$ cat config.mk
export PLATFORM = sky130hd
export DESIGN_NAME = mips_mem_arbiter
export DESIGN_NICKNAME = d
export VERILOG_FILES = /design/src/rtl/mips_mem_arbiter.sv
export SDC_FILE = /design/constraint.sdc
export NUM_CORES = 1
export LEC_CHECK = 0
export CAP_MARGIN = 10
export CORE_UTILIZATION = 43
export CTS_BUF_LIST = sky130_fd_sc_hd__clkbuf_8 sky130_fd_sc_hd__clkbuf_16
export DETAILED_ROUTE_END_ITERATION = 8
export PLACE_DENSITY = 0.78
export SLEW_MARGIN = 5
export SYNTH_ARGS = -nofsm -noshare
export SYNTH_HDL_FRONTEND = slang
export SYNTH_SLANG_ARGS = --single-unit
$ cat constraint.sdc
create_clock -name clk -period 2.1 [get_ports clk]
set_clock_uncertainty 0.05 [all_clocks]
set_input_delay 0.42 -clock clk [delete_from_list [all_inputs] [get_ports clk]]
set_output_delay 0.42 -clock clk [all_outputs]
set_load 0.005 [all_outputs]
$ cat src/rtl/mips_mem_arbiter.sv
// ---------------------------------------------------------------------------
// mips_mem_arbiter
//   Arbitrates a single-ported shared memory between the instruction-fetch
//   port and the data-memory port of a MIPS pipeline. Data accesses win by
//   default; a waiting fetch is guaranteed a grant after STARVE_MAX
//   consecutive data grants. A transaction that sees no mem_ready for
//   WAIT_MAX busy cycles is aborted, acknowledged with zero data, and
//   raises a sticky err flag.
//
// Ports
//   clk, rst                 clock, synchronous active-low reset
//   if_req/if_addr           fetch request (held until if_ack) and address
//   if_rdata/if_ack          fetch read data, one-cycle completion pulse
//   dm_req/dm_we/dm_addr/
//   dm_wdata                 data request, write enable, address, write data
//   dm_rdata/dm_ack          data read data, one-cycle completion pulse
//   mem_req/mem_we/mem_addr/
//   mem_wdata                shared-memory request and latched access info
//   mem_rdata/mem_ready      shared-memory read data and completion
//   stall_f/stall_m          pipeline stall requests (combinational)
//   err                      sticky timeout flag
// ---------------------------------------------------------------------------
module mips_mem_arbiter #(
    parameter int STARVE_MAX = 4,
    parameter int WAIT_MAX   = 15
) (
    input  logic        clk,
    input  logic        rst,
    input  logic        if_req,
    input  logic [31:0] if_addr,
    output logic [31:0] if_rdata,
    output logic        if_ack,
    input  logic        dm_req,
    input  logic        dm_we,
    input  logic [31:0] dm_addr,
    input  logic [31:0] dm_wdata,
    output logic [31:0] dm_rdata,
    output logic        dm_ack,
    output logic        mem_req,
    output logic        mem_we,
    output logic [31:0] mem_addr,
    output logic [31:0] mem_wdata,
    input  logic [31:0] mem_rdata,
    input  logic        mem_ready,
    output logic        stall_f,
    output logic        stall_m,
    output logic        err
);

    localparam logic [1:0] S_IDLE   = 2'd0;
    localparam logic [1:0] S_BUSY_D = 2'd1;
    localparam logic [1:0] S_BUSY_I = 2'd2;

    logic [1:0]  state;
    logic [3:0]  wait_cnt;
    logic [2:0]  starve_cnt;
    logic [31:0] lat_addr;
    logic [31:0] lat_wdata;
    logic        lat_we;

    logic        busy;
    logic        req_d;
    logic        req_i;
    logic        starved;
    logic        grant_d;
    logic        grant_i;
    logic [3:0]  wait_inc;
    logic        done_ok;
    logic        done_to;

    // A port whose ack is high this cycle has just been served; masking it
    // keeps a request that is still held from being granted a second time.
    assign req_d   = dm_req & ~dm_ack;
    assign req_i   = if_req & ~if_ack;
    assign starved = req_i && (starve_cnt == 3'(STARVE_MAX));
    assign grant_d = (state == S_IDLE) && req_d && !starved;
    assign grant_i = (state == S_IDLE) && req_i && !grant_d;

    assign busy     = (state == S_BUSY_D) || (state == S_BUSY_I);
    assign wait_inc = wait_cnt + 4'd1;
    // mem_ready in the final waiting cycle still completes normally.
    assign done_ok  = busy && mem_ready;
    assign done_to  = busy && !mem_ready && (wait_inc == 4'(WAIT_MAX));

    assign mem_req   = busy;
    assign mem_we    = lat_we;
    assign mem_addr  = lat_addr;
    assign mem_wdata = lat_wdata;

    assign stall_f = if_req & ~if_ack;
    assign stall_m = dm_req & ~dm_ack;

    // NOTE: all state below is updated with non-blocking assignments so every
    // register samples the pre-edge values, independent of statement order.
    always_ff @(posedge clk) begin
        if (!rst) begin
            state      <= S_IDLE;
            wait_cnt   <= 4'd0;
            starve_cnt <= 3'd0;
            err        <= 1'b0;
            if_ack     <= 1'b0;
            dm_ack     <= 1'b0;
            if_rdata   <= 32'd0;
            dm_rdata   <= 32'd0;
            lat_addr   <= 32'd0;
            lat_we     <= 1'b0;
            lat_wdata  <= 32'd0;
        end else begin
            // Acks are single-cycle pulses; only a completing transaction
            // overrides these defaults below.
            if_ack <= 1'b0;
            dm_ack <= 1'b0;

            if (grant_d) begin
                state     <= S_BUSY_D;
                wait_cnt  <= 4'd0;
                lat_addr  <= dm_addr;
                lat_we    <= dm_we;
                lat_wdata <= dm_wdata;
                // Count data grants that overtake a waiting fetch.
                if (if_req && (starve_cnt != 3'(STARVE_MAX))) begin
                    starve_cnt <= starve_cnt + 3'd1;
                end
            end else if (grant_i) begin
                state      <= S_BUSY_I;
                wait_cnt   <= 4'd0;
                starve_cnt <= 3'd0;
                lat_addr   <= if_addr;
                lat_we     <= 1'b0;
                // The fetch port has no write data; drive a clean zero.
                lat_wdata  <= 32'd0;
            end else if (done_ok || done_to) begin
                state <= S_IDLE;
                if (state == S_BUSY_I) begin
                    if_ack   <= 1'b1;
                    if_rdata <= done_ok ? mem_rdata : 32'd0;
                end else begin
                    dm_ack   <= 1'b1;
                    dm_rdata <= done_ok ? mem_rdata : 32'd0;
                end
                if (done_to) begin
                    err <= 1'b1;
                end
            end else if (busy) begin
                wait_cnt <= wait_inc;
            end
        end
    end

endmodule

## After elaboration in Yosys (flattened, before gate mapping)

Cells that the tools add are included.
W data, S select, Z words.

- Flip-flop bits (word level): 141
- Bits in latches: 0
- RAM bits: 0
- Memory bits (read-only): 0
- Input port bits: 134
- Output and inout bits: 135
- Logic and storage cells: 70
- Memories kept: 0

- $add $sub $neg: 2
- Multiply operators: 0
- Divide/modulo/power cells: 0
- $lt $le $gt $ge: 0
- Equal/unequal tests: 6
- Shift-type cells: 0
- Multiplexer cells: 15
- Bitwise operators: 9
- Reduce and logical (&&, ||, !) cells: 26

Operators with widths:

| kind | number |
|---|---|
| $mux W32 | 5 |
| $reduce_and A4 Y1 | 3 |
| $logic_and A1 B1 Y1 | 9 |
| $mux W3 | 3 |
| $not A1 Y1 | 7 |
| $mux W1 | 5 |
| $add A4 B1 Y4 const B | 1 |
| $eq A4 B4 Y1 const B | 1 |
| $mux W2 | 2 |
| $reduce_and A2 Y1 | 2 |
| $reduce_bool A2 Y1 | 2 |
| $reduce_or A4 Y1 | 1 |
| $add A3 B1 Y3 const B | 1 |
| $eq A3 B3 Y1 const B | 1 |
| $logic_not A1 Y1 | 3 |
| $ne A3 B3 Y1 const B | 1 |
| $reduce_bool A3 Y1 | 1 |
| $reduce_or A3 Y1 | 1 |
| $and A1 B1 Y1 | 2 |
| $eq A2 B1 Y1 const B | 1 |
| $eq A2 B2 Y1 const B | 1 |
| $logic_not A2 Y1 | 1 |
| $logic_or A1 B1 Y1 | 2 |
| $ne A2 B1 Y1 const B | 1 |
| $reduce_or A2 Y1 | 1 |

## Depth between registers and ports, before layout

- Depth after elaboration: 9
- Mapped depth: 9
- Mapped depth without buffers: 6

## Worst setup path after synthesis

Ideal clock, no wire load.

- Path kind: register to register
- From: reg wait_cnt[0]
- To: reg dm_rdata[26]
- Setup time: 0.088 ns
- Arrival: 1.748 ns
- Required time: 1.962 ns
- Setup slack: 0.214 ns
- Cell stages (with the launch flop): 10
- Path buffers: 3
- Clock period less this slack: 1.886 ns
- Cell sequence: dfxtp_1 -> inv_1 -> ha_1 -> or3b_1 -> nor2_1 -> a311o_1 -> buf_2 -> buf_6 -> buf_6 -> a311oi_2

- Longest elaborated chain between the ends: 5

Ends and longest elaborated chain:

| what | RTL line | source |
|---|---|---|
| start: declaration | 55 | `logic [3:0] wait_cnt;` |
| start signal: assignment | 145 | `wait_cnt <= wait_inc;` |
| $add A4 B1 Y4 | 80 | `assign wait_inc = wait_cnt + 4'd1;` |
| net wait_inc[0] | 67 | `logic [3:0] wait_inc;` |
| $eq A4 B4 Y1 | 83 | `assign done_to = busy && !mem_ready && (wait_inc == 4'(WAIT_MAX));` |
| $logic_and A1 B1 Y1 | 83 |  |
| $logic_or A1 B1 Y1 | 132 | `end else if (done_ok \|\| done_to) begin` |
| $reduce_and A4 Y1 (no source line) | - |  |
| end signal: assignment | 139 | `dm_rdata <= done_ok ? mem_rdata : 32'd0;` |
| end: declaration | 37 | `output logic [31:0] dm_rdata,` |

The timed path passes the listed nets, and every way through them passes these cells.
A chain may end at the register's enable or synchronous reset.

## Final worst setup path

- From: in if_req
- To: reg if_rdata[6]

- Longest elaborated chain between the ends: 8
- Elaborated cells between the ends (all ways): 10
- Those cells by class: 3 x bitwise; 7 x reduce/logical

Ends and longest elaborated chain:

| what | RTL line | source |
|---|---|---|
| start: declaration | 29 | `input logic if_req,` |
| $and A1 B1 Y1 * | 74 | `assign req_i = if_req & ~if_ack;` |
| $logic_and A1 B1 Y1 | 75 | `assign starved = req_i && (starve_cnt == 3'(STARVE_MAX));` |
| $logic_not A1 Y1 | 76 | `assign grant_d = (state == S_IDLE) && req_d && !starved;` |
| $logic_and A1 B1 Y1 | 76 |  |
| $logic_not A1 Y1 | 77 | `assign grant_i = (state == S_IDLE) && req_i && !grant_d;` |
| $logic_and A1 B1 Y1 | 77 |  |
| $not A1 Y1 (no source line) | - |  |
| $reduce_and A4 Y1 (no source line) * | - |  |
| end signal: assignment | 136 | `if_rdata <= done_ok ? mem_rdata : 32'd0;` |
| end: declaration | 31 | `output logic [31:0] if_rdata,` |

Mark *: on every way between the ends. The rest lies on a longest branch, timed or not.

==> metrics.md <==
| Metric | Value |
|---|---|
| Hold Fails Final Rpt | 0 |
| Worst setup path endpoint | if_rdata[6] |
| # clock sinks | 141 |
| EDFF count, synth | 0 |
| Mapped Area | 6257 um2 |
| Hold Startpoint | mem_addr[26] |
| CP endpoint kind | flop |
| Die Width | 122.6 um |
| CTS Buf Count | 17 |
| FMAX | 493.6 MHz |
| Row cnt | between 40 and 50 |
| Sw Share | 0.3184 |
| Layout cells sized above 1 | 0.1071 |
| Synthesized area per cell | between 9 and 10 um2 |
| CTS clk-pin slew, worst paths | about 0.06 ns |
| Peak VDD IR | 0.6165 mV |
| Clock latency at the later pin of the worst-skew pair | ~0.42 ns |
| DR iter-0 viols | 594 |
| Minimum clock period | 2.026 ns |
| DIE HEIGHT | 122.6 um |
| Reg-to-reg startpoint | state[1] |
| Crit Path Class | primary input to flop |
| PwrDens | 841.2 nW/um2 |
| Worst Path Arrival | 2.23 ns |
| FF-to-FF path depth | 5 |
| Global-route wire length before repair | ~32 mm |
| Drt total wl | 21.35 mm |
| Final net count | 1033 |
| CP startpoint | if_req |
| Io pins | 269 |
| Final core occ | 0.6986 |
| Via density per instance | 5.882 |
| Inserted Diodes | 0 |
| Status | complete, no violations |
| RSZ-0062 raised after global routing | yes |
| DR DRC count | 0 |
| IO Port Bufs | 268 |
| Hold buffer count at cts | 0 |
| Detailed placer's ending HPWL | 14.94 mm |
| Number of global-route vias before repair | ~6100 |
| Post-Synthesis Cells | 637 |
| Placer Congestion | just over 0.8 |
| Max Cap Violations | 0 |
| H-tree Lvls | 4 |
| Crit start category | primary input |
| DR pass1 iterations | 7 |
| Synth unique cells | ~40 |
| Vias | 6388 |
| CP required | around 2.3 ns |
| Worst Hold Slack | 0.4104 ns |
| Final Instance Count excl. Fillers | roughly 1100 |
| GRT Resource Usage Total | 0.2779 |
| Seq pwr share | 0.366 |
| CTS tree | built |
| DP Cell Count | 1053 |
| Final setup vio count | 0 |
| Part of the power in the clock network | 0.342 |
| Synth Register Bits | 141 |
| Final Max Slew Viols | 0 |
| Grt total ovfl | 0 |
| Warnings, synthesis | 0 |
| Comb power frac | 0.291 |
| Clk root buf | clkbuf_16 |
| Synth Flop Type | dfxtp_1 |
| Core Box Area | 14040 um2 |
| Antenna violations before repair | 0 |
| Fin crit share | 0.9648 |
| Reg2Reg Capture Point | if_rdata[6] |
| Crit path max fanout | 32 |
| Internal power | 5.624 mW |
| Layout area overhead | 56.77% |
| Worst-margin pin slew | 1.003 ns |
| Die area | 15040 um2 |
| Maximum clock path buffer count | 2 |
| Filler cell count | 1044 |
| Hold Crit Class | flop to flop |
| Mapped Nets | 777 |
| Initial Util | 0.4456 |
| Reg2reg setup slack | 0.08 ns |
| Worst slew margin | 0.3297 |
| Synth async-reset ratio | 0 |
| Leak | between 3 and 4 nW |
| Largest net degree at the start of global routing | between 70 and 80 |
| DR WL/cell | 19.66 um |
| P_sw | about 2.6 mW |
| Sequential area share after synthesis | 0.4511 |
| Post-route ant nets | 0 |
cell type report:
| class | count | area (um2) | area share |
|---|---|---|---|
| clock inverters | 15 | 128.9 | 0.01314 |
| clock buffers | 17 | 425.4 | 0.04337 |
| inverters | 8 | 30.03 | 0.003061 |
| repair buffers | 301 | 3034 | 0.3093 |
| well taps | 180 | 225.2 | 0.02296 |
| flip-flops and latches | 141 | 2823 | 0.2878 |
| multi-input cells | 424 | 3143 | 0.3204 |
per-stage QoR:
| stage | TNS (ns) | power, mW | worst slack (ns) | area [um2] |
|---|---|---|---|---|
| 2_1_floorplan | 0 | 4.286 | 0.2140 | 6257 |
| 3_3_place_gp | -25.82 | 5.370 | -0.4338 | 9241 |
| 3_5_place_dp | -26.73 | 5.446 | -0.5021 | 9241 |
| 4_1_cts | 0 | 8.272 | 0.06695 | 9809 |
| 5_1_grt | -0.2700 | 8.601 | -0.03792 | 9809 |
| 6_report | 0 | 8.252 | 0.07398 | 9809 |
worst min path at each step:
stage / to / slack [ns] / depth (start not counted)
detailed placement: mem_addr[21] / 0.40 / 1
global route: mem_addr[25] / 0.44 / 1
global placement: mem_addr[7] / 0.39 / 1
CTS: mem_addr[21] / 0.42 / 1
finish: mem_addr[26] / 0.41 / 1
floorplan: err / 0.40 / 2
logic make-up after synthesis:
| logic type | share of synthesized area |
|---|---|
| buf+inv | 0.05419 |
| fa+ha+maj | 0.01200 |
| flops | 0.4511 |
| mux | 0.05439 |
| xor+xnor | 0.001400 |
| compound gates | 0.3297 |
| simple gates | 0.09718 |
critical path, cell delays in order:
cell	delay (ns)
clkdlybuf4s50_1	0.42
nor2b_4	0.14
o21a_1	0.23
nor2_4	0.76
a311oi_2	0.24
power groups by stage:
stage | clock (mW) | combinational [mW] | sequential [mW]
2_1_floorplan | 0 | 1.22 | 3.07
3_3_place_gp | 0 | 2.31 | 3.06
3_5_place_dp | 0 | 2.38 | 3.07
4_1_cts | 2.86 | 2.39 | 3.02
5_1_grt | 2.98 | 2.58 | 3.04
6_report | 2.83 | 2.41 | 3.02
cells in the final DEF (no fill, tap or decap), types with 3 or more instances in the layout:
| master | count |
|---|---|
| a21oi_1 | 67 |
| a22o_1 | 33 |
| a311oi_1 | 44 |
| a311oi_2 | 20 |
| a31oi_1 | 7 |
| and3_1 | 32 |
| buf_12 | 9 |
| buf_4 | 24 |
| clkbuf_16 | 17 |
| clkdlybuf4s50_1 | 264 |
| clkinv_4 | 5 |
| dfxtp_1 | 141 |
| dlygate4sd2_1 | 3 |
| ha_1 | 5 |
| inv_1 | 7 |
| inv_6 | 7 |
| mux2i_1 | 34 |
| nand2_1 | 10 |
| nand3_1 | 8 |
| nor2_1 | 3 |
| nor2b_1 | 34 |
| o21ai_0 | 66 |
| o2bb2ai_1 | 31 |
Yosys cell counts, types with 6 or more instances:
cell type | instances | area, um2
a21oi_1 | 67 | 335.3
a22o_1 | 33 | 289.0
a311oi_1 | 44 | 385.4
a311oi_2 | 21 | 315.3
a31oi_1 | 7 | 43.79
and3_1 | 32 | 200.2
buf_2 | 25 | 125.1
clkbuf_1 | 31 | 116.4
dfxtp_1 | 141 | 2823
ha_1 | 6 | 75.07
inv_1 | 7 | 26.28
mux2i_1 | 34 | 340.3
nand2_1 | 10 | 37.54
nand3_1 | 8 | 40.04
nor2_1 | 6 | 22.52
nor2b_1 | 35 | 219.0
o21ai_0 | 66 | 330.3
o2bb2ai_1 | 31 | 271.5
what timing repair did:
item / CTS / global route
buffers inserted: 1 / 0
pin swaps: 0 / 1
setup endpoints to repair: 35 / 14
gates resized for setup: 6 / 0
flip-flops by register name, summed over array words and instances (netlist names):
signal      flops
if_rdata       32
state           2
starve_cnt      3
wait_cnt        4
if_ack          1
dm_ack          1
mem_we          1
err             1
dm_rdata       32
mem_wdata      32
mem_addr       32
routing by layer:
| metal | up-vias | track usage | part of all wire |
|---|---|---|---|
| li1 | 2971 | - | - |
| met2 | 258 | 0.4631 | 0.51 |
| met4 | 0 | 0.1250 | 0.031 |
| met3 | 51 | 0.05994 | 0.056 |
| met5 | - | 0 | 0 |
| met1 | 3108 | 0.3423 | 0.40 |
(Power assumes the default switching activity.)
